$ cat src/rtl/mem_arb_pkg.sv
`default_nettype none
// ============================================================================
//  Module      : mem_arb_pkg
//  Description : Shared types for the unified-RAM arbiter.
//  Revision    : 1.0 - initial release
// ============================================================================
package mem_arb_pkg;

    localparam int C_WORD_W = 32;

    typedef logic [C_WORD_W-1:0] word_t;

    typedef enum logic [1:0] {
        RS_FREE   = 2'd0,
        RS_BUSY   = 2'd1,
        RS_ACCESS = 2'd2,
        RS_ERROR  = 2'd3
    } ramstate_t;

    typedef enum logic [2:0] {
        ST_IDLE   = 3'd0,
        ST_DGRANT = 3'd1,
        ST_IGRANT = 3'd2,
        ST_DRESP  = 3'd3,
        ST_IRESP  = 3'd4
    } arb_state_t;

    function automatic logic is_grant(input arb_state_t s);
        return (s == ST_DGRANT) || (s == ST_IGRANT);
    endfunction

endpackage
`default_nettype wire

$ cat src/rtl/arb_streak_ctr.sv
`default_nettype none
// ============================================================================
//  Module      : arb_streak_ctr
//  Description : Saturating count of consecutive data wins over a pending fetch.
//  Revision    : 1.0 - initial release
// ============================================================================
module arb_streak_ctr
    import mem_arb_pkg::*;
#(
    parameter int MAX_DSTREAK = 4
) (
    input  logic CLK,
    input  logic nRST,
    input  logic inc,
    input  logic clr,
    output logic sat
);

    localparam int              C_CW  = $clog2(MAX_DSTREAK + 1);
    localparam logic [C_CW-1:0] C_MAX = C_CW'(MAX_DSTREAK);

    logic [C_CW-1:0] r_count;

    always_ff @(posedge CLK or negedge nRST) begin
        if (!nRST) begin
            r_count <= '0;
        end else if (clr) begin
            r_count <= '0;
        end else if (inc && (r_count != C_MAX)) begin
            r_count <= r_count + 1'b1;
        end
    end

    assign sat = (r_count == C_MAX);

endmodule
`default_nettype wire

$ cat src/rtl/mem_arbiter.sv
`default_nettype none
// ============================================================================
//  Module      : mem_arbiter
//  Description : Fetch/data arbiter for the single-ported unified RAM.
//  Revision    : 1.0 - initial release
// ============================================================================
module mem_arbiter
    import mem_arb_pkg::*;
#(
    parameter int WORD_W      = 32,
    parameter int MAX_DSTREAK = 4,
    parameter int TIMEOUT     = 64
) (
    input  logic              CLK,
    input  logic              nRST,
    input  logic              iREN,
    input  logic [WORD_W-1:0] iaddr,
    output logic              ihit,
    output logic [WORD_W-1:0] iload,
    input  logic              dREN,
    input  logic              dWEN,
    input  logic [WORD_W-1:0] daddr,
    input  logic [WORD_W-1:0] dstore,
    output logic              dhit,
    output logic [WORD_W-1:0] dload,
    output logic              ramREN,
    output logic              ramWEN,
    output logic [WORD_W-1:0] ramaddr,
    output logic [WORD_W-1:0] ramstore,
    input  logic [WORD_W-1:0] ramload,
    input  logic [1:0]        ramstate,
    output logic              memerr
);

    localparam int              C_TW    = $clog2(TIMEOUT + 1);
    localparam logic [C_TW-1:0] C_TLAST = C_TW'(TIMEOUT - 1);

    arb_state_t        r_state;
    arb_state_t        w_next;
    ramstate_t         w_rs;
    logic [C_TW-1:0]   r_timer;
    logic              r_memerr;
    logic              w_memerr_set;
    logic [WORD_W-1:0] r_iload;
    logic [WORD_W-1:0] r_dload;
    logic              w_dreq;
    logic              w_access;
    logic              w_error;
    logic              w_timeout;
    logic              w_dcomplete;
    logic              w_icomplete;
    logic              w_streak_sat;

    assign w_rs        = ramstate_t'(ramstate);
    assign w_dreq      = dREN | dWEN;
    assign w_access    = (w_rs == RS_ACCESS);
    assign w_error     = (w_rs == RS_ERROR);
    assign w_timeout   = (r_timer == C_TLAST) && !w_access;
    assign w_dcomplete = (r_state == ST_DGRANT) && w_dreq && w_access;
    assign w_icomplete = (r_state == ST_IGRANT) && iREN && w_access;

    arb_streak_ctr #(
        .MAX_DSTREAK (MAX_DSTREAK)
    ) u_streak (
        .CLK  (CLK),
        .nRST (nRST),
        .inc  (w_dcomplete && iREN),
        .clr  (w_icomplete || !iREN),
        .sat  (w_streak_sat)
    );

    always_ff @(posedge CLK or negedge nRST) begin
        if (!nRST) begin
            r_state <= ST_IDLE;
        end else begin
            r_state <= w_next;
        end
    end

    // Withdrawal beats every RAM response so a dropped request never hits or errors.
    always_comb begin
        w_next       = r_state;
        w_memerr_set = 1'b0;
        ramREN       = 1'b0;
        ramWEN       = 1'b0;
        ramaddr      = '0;
        ramstore     = '0;
        ihit         = 1'b0;
        dhit         = 1'b0;
        case (r_state)
            ST_IDLE: begin
                if (w_dreq && !(iREN && w_streak_sat)) begin
                    w_next = ST_DGRANT;
                end else if (iREN) begin
                    w_next = ST_IGRANT;
                end
            end
            ST_DGRANT: begin
                ramaddr  = daddr;
                ramWEN   = dWEN;
                ramREN   = dREN & ~dWEN;
                ramstore = dstore;
                if (!w_dreq) begin
                    w_next = ST_IDLE;
                end else if (w_access) begin
                    w_next = ST_DRESP;
                end else if (w_error || w_timeout) begin
                    w_next       = ST_IDLE;
                    w_memerr_set = 1'b1;
                end
            end
            ST_IGRANT: begin
                ramaddr = iaddr;
                ramREN  = 1'b1;
                if (!iREN) begin
                    w_next = ST_IDLE;
                end else if (w_access) begin
                    w_next = ST_IRESP;
                end else if (w_error || w_timeout) begin
                    w_next       = ST_IDLE;
                    w_memerr_set = 1'b1;
                end
            end
            ST_DRESP: begin
                dhit   = 1'b1;
                w_next = ST_IDLE;
            end
            ST_IRESP: begin
                ihit   = 1'b1;
                w_next = ST_IDLE;
            end
            default: begin
                w_next = ST_IDLE;
            end
        endcase
    end

    always_ff @(posedge CLK or negedge nRST) begin
        if (!nRST) begin
            r_timer  <= '0;
            r_memerr <= 1'b0;
            r_iload  <= '0;
            r_dload  <= '0;
        end else begin
            r_memerr <= w_memerr_set;
            if (is_grant(r_state) && is_grant(w_next)) begin
                r_timer <= r_timer + 1'b1;
            end else begin
                r_timer <= '0;
            end
            if (w_icomplete) begin
                r_iload <= ramload;
            end
            if (w_dcomplete && !dWEN) begin
                r_dload <= ramload;
            end
        end
    end

    assign iload  = r_iload;
    assign dload  = r_dload;
    assign memerr = r_memerr;

endmodule
`default_nettype wire

$ cat config.mk
export PLATFORM = sky130hd
export DESIGN_NAME = mem_arbiter
export DESIGN_NICKNAME = d
export VERILOG_FILES = /design/src/rtl/mem_arb_pkg.sv /design/src/rtl/arb_streak_ctr.sv /design/src/rtl/mem_arbiter.sv
export SDC_FILE = /design/constraint.sdc
export NUM_CORES = 1
export LEC_CHECK = 0
export CAP_MARGIN = 15
export CORE_UTILIZATION = 35
export CTS_BUF_LIST = sky130_fd_sc_hd__clkbuf_16
export CTS_CLUSTER_DIAMETER = 150
export DETAILED_ROUTE_END_ITERATION = 10
export PLACE_DENSITY = 0.82
export RECOVER_POWER = 25
export SYNTH_ARGS = -nofsm -noshare
export SYNTH_HDL_FRONTEND = slang
export SYNTH_HIERARCHICAL = 1
export SYNTH_SLANG_ARGS = --single-unit
$ cat constraint.sdc
create_clock -name CLK -period 2.7 [get_ports CLK]
set_clock_uncertainty 0.2 [all_clocks]
set_input_delay 0.54 -clock CLK [delete_from_list [all_inputs] [get_ports CLK]]
set_output_delay 0.54 -clock CLK [all_outputs]
set_load 0.1 [all_outputs]
### Yosys cells after proc, flatten, opt, wreduce, memory -nomap -nowiden

Cells that the tools add are included.
Widths: inputs -> output; s select.

| cells by class | value |
|---|---|
| eq/ne operators | 11 |
| multiplexer cells | 22 |
| add/subtract/negate cells | 2 |
| bitwise gates (word level) | 3 |
| reduce and logical (&&, ||, !) cells | 21 |

Operators by type and width:

| kind | count |
|---|---|
| $pmux 32 s2 | 1 |
| $mux 32 | 1 |
| $mux 3 | 9 |
| $logic_and 1x1->1 | 11 |
| $eq 3x2->1 const B | 3 |
| $pmux 3 s3 | 1 |
| $add 7x1->7 const B | 1 |
| $eq 7x6->1 const B | 1 |
| $mux 1 | 7 |
| $mux 7 | 1 |
| $eq 3x1->1 const B | 2 |
| $eq 3x3->1 const B | 2 |
| $eq 2x2->1 const B | 2 |
| $logic_not 1->1 | 4 |
| $logic_or 1x1->1 | 4 |
| $pmux 1 s2 | 2 |
| $add 3x1->3 const B | 1 |
| $logic_not 3->1 | 1 |
| $ne 3x3->1 const B | 1 |
| $reduce_bool 2->1 | 1 |
| $and 1x1->1 | 1 |
| $not 1->1 | 1 |
| $or 1x1->1 | 1 |

| storage, ports and cells | value |
|---|---|
| output and inout port bits | 133 |
| input port bits | 135 |
| flip-flop bits (word level) | 78 |

### Logic depth before layout (Yosys ltp)

| logic depth | value |
|---|---|
| depth in word-level cells | 12 |
| mapped depth | 8 |
| mapped depth without buffers | 8 |

### Modules after synthesis

The synthesis kept the hierarchy.

By module, submodules not included:

| module | sequential area each (µm²) | area an instance (µm²) | cells an instance | times used |
|---|---|---|---|---|
| mem_arbiter | 1876.8 | 3499.6 | 341 | 1 |
| arb_streak_ctr | 75.1 | 197.7 | 18 | 1 |

### Least setup slack after synthesis

OpenSTA, ideal clock, no wires.

| path | value |
|---|---|
| path type | register -> output |
| start | register r_state[1] |
| end | output ihit |
| slack | -0.677 ns |
| data arrival time | 2.637 ns |
| cell stages (with the launch flop) | 2 |
| buffers on the path | 0 |
| cells stage by stage | dfrtp_1 > nor3b_1 |

| on the way | value |
|---|---|
| longest elaborated chain between the ends | 2 |

Ends and longest elaborated chain:

| element | RTL line | source |
|---|---|---|
| from (decl) | mem_arbiter.sv:38 | `arb_state_t r_state;` |
| from (signal assigned) | mem_arbiter.sv:76 | `r_state <= w_next;` |
| $eq 3x3->1 | mem_arbiter.sv:90 | `case (r_state)` |
| $mux 1 | mem_arbiter.sv:90 |  |
| to (decl) | mem_arbiter.sv:18 | `output logic ihit,` |

No other way between the ends.

### Worst setup path after layout

| path | value |
|---|---|
| start | register r_state[1] |
| end | output ramaddr[0] |

| on the way | value |
|---|---|
| longest elaborated chain between the ends | 2 |
| elaborated cells between the ends (all ways) | 3 |
| classes of those cells | eq/ne (2); mux (1) |

Ends and longest elaborated chain:

| element | RTL line | source |
|---|---|---|
| $eq 3x2->1 / $eq 3x1->1 (equally long branches) | mem_arbiter.sv:90 |  |
| $pmux 32 s2 (*) | mem_arbiter.sv:90 |  |
| to (decl) | mem_arbiter.sv:28 | `output logic [WORD_W-1:0] ramaddr,` |

Every way passes the cells marked *; elsewhere a longest branch is shown, timed or not.

==> run metrics <==
max incr delay on CP=approximately 450 ps; Max Clk Rate=~390 MHz; Initial Util=a little over a third; hpwl dp=10500 um; final slew viol count=around 80; initial antenna violation count=1; P&R area growth vs syn=99.5%; worst hold path startpoint=iload[23]; GRT Overall Usage=about a quarter; IO Pins=about 270; WL/cell=between 15 and 20 um; number of clock sinks=78; worst-path maximum fanout=36; Syn Std Cell Area=~0.0037 mm2; ys flop type=dfrtp_1; Synth cell types=39; area of the die=~0.011 mm2; Yosys warnings=6; clock tree buffer depth=2; Port-buffer cells=roughly 270; Routability Congestion=0.896; DRC=0; FP Rows=37; Detail Route Antenna Nets=0; Core Area=just over 0.01 mm2; Die Width=between 100 and 150 um; largest net degree at the start of global routing=79; crit path time final=approximately 2500 ps; Place WS=~18 ps; Hold Fails Final Rpt=0; post-synth top area cell=dfrtp_1; TritonCTS buffer count=9; Tcrit/Tclk final=between 90% and 100%; failing checks=max-capacitance violations, max-slew violations; TritonCTS clock tree=built; slowest CP cell=dfrtp_1; #FFs+latches synth=78; clock-pin slew on the worst setup and hold paths=about 60 ps; share of cells above drive strength 1=37.4%; Post-synth EDFFs=0; synth top area cells=dfrtp_1 53%, nand2_1 10%, mux2_2 9.7%; Slew HR=-27.4%; Die Y=about 100 um; Avg Cell Area, Syn=roughly 10 um2; syn_nets=497; CP Launch Point=r_state[1]; critical path startpoint category=flop; vias post-DR=around 3800; FFs w/ async S/R, synth=100%; drt first pass iters=4; status=finished with violations; final net count=roughly 760; WHS=around 280 ps; RSZ-0062 raised after global routing=no; Slew @ Worst Pin=about 1900 ps; CP cell instances=nor3b_4, buf_6, a22o_1, buf_12; H-tree levels=3; Finish-stage setup viols=0; DR vias/cell=approximately 4.9; # diodes=0; Overflow after GRT=0; Critical Path RT=just under 2000 ps; r2r startpoint=u_streak/r_count[0]; Hold Crit Depth=2; Worst Hold Class=reg2reg; sum of negative setup slack=0 ps; Worst R2R Path Depth=8; Synth top area share=52.8%; MaxCap Viol Count=1; clk_lat worst skew=about 320 ps; sequential area share after synthesis=52.8%; Root Driver=clkbuf_16; final WL=13700 um; Mapped Cells=about 360; PnR worst setup slack=between 150 and 200 ps; vias in the first global route=3907; Setup CP Type=reg2out; Critical Path Sink Type=output pin; Starting DRT DRC Count=between 200 and 250; CP arrival=1810 ps; global-route wire length before repair=between 20000 and 25000 um
critical path, delay by kind of cell, from the launching register on:
kind,cells,cell delay (ps)
AOI/OAI and AO/OA,1,270
buffers and inverters,2,480
DFF,1,450
and+or+nand+nor,1,290
Yosys cell counts (2+ instances only):
| library cell | instances |
|---|---|
| nor3_1 | 8 |
| nand3_1 | 4 |
| nand2b_1 | 2 |
| nand2_1 | 103 |
| buf_2 | 3 |
| xnor2_1 | 4 |
| nor2_1 | 3 |
| o21ai_1 | 3 |
| inv_1 | 5 |
| a22o_1 | 32 |
| nor2b_1 | 3 |
| clkbuf_1 | 17 |
| ha_1 | 3 |
| mux2_2 | 32 |
| xor2_1 | 2 |
| dfrtp_1 | 78 |
| nor3b_1 | 2 |
| and2_1 | 34 |
final cells by class:
cell class,instances,area (um2)
Inverter,5,18.8
Multi-Input combinational cell,255,1710
Fill cell,747,2900
Clock buffer,9,225
Timing Repair Buffer,275,3260
Tap cell,136,170
Sequential cell,78,1950
Clock inverter,7,41.3
layout by cell type (no fill, tap or decap), drive strengths merged, types with 2 or more instances in the layout:
| master | count |
|---|---|
| a21boi | 2 |
| a22o | 32 |
| and2 | 34 |
| buf | 141 |
| clkbuf | 10 |
| clkdlybuf4s50 | 133 |
| clkinv | 3 |
| clkinvlp | 2 |
| dfrtp | 78 |
| ha | 3 |
| inv | 7 |
| mux2 | 33 |
| nand2 | 103 |
| nand2b | 2 |
| nand3 | 4 |
| nor2 | 3 |
| nor2b | 3 |
| nor3 | 9 |
| nor3b | 3 |
| o21ai | 4 |
| xnor2 | 4 |
| xor2 | 2 |
flip-flops by register name (all words and copies together) (netlist names):
| name | flops |
|---|---|
| r_state | 3 |
| r_timer | 7 |
| dload | 32 |
| iload | 32 |
| u_streak/r_count | 3 |
| memerr | 1 |
repair_timing:
action | CTS | global route
setup endpoints to repair | 0 | 1
gates resized for setup | 0 | 1
hold buffers | 0 | 0
buffers inserted | 0 | 0
cell families after synthesis:
logic type | synth area share, %
XOR/XNOR | 1.42
adder cells (fa/ha/maj) | 1.02
AND/OR/NAND/NOR | 21.3
multiplexers | 10.4
AO/OA/AOI/OAI | 10.2
buffers and inverters | 2.84
flip-flops | 52.8
worst paths after layout:
check,endpoint,slack [ps]
min,iload[23],280
max in group asynchronous,iload[4],620
max reg2reg,r_timer[3],330
min in group asynchronous,dload[10],520
min reg2reg,iload[23],280
max,ramaddr[0],150
per-layer routing:
layer | up-vias | wire length [um] | GRT usage, %
li1 | 1742 | - | -
met1 | 1813 | 5310 | 29.4
met2 | 181 | 7110 | 44.7
met3 | 17 | 1060 | 6.24
met4 | 0 | 238 | 7.65
met5 | - | 0 | 0
through the flow:
stage          cell area (um2)  util, %  std cells
4_1_cts                   7370     71.7        765
2_1_floorplan             3750        -        359
5_1_grt                   7370     71.8        765
6_report                  7370     71.8        765
3_3_place_gp              7110     69.2        749
3_5_place_dp              7110     69.2        749
Power is not shown: default switching activity piles up to over one toggle a cycle in this logic, so the estimate is an artifact.
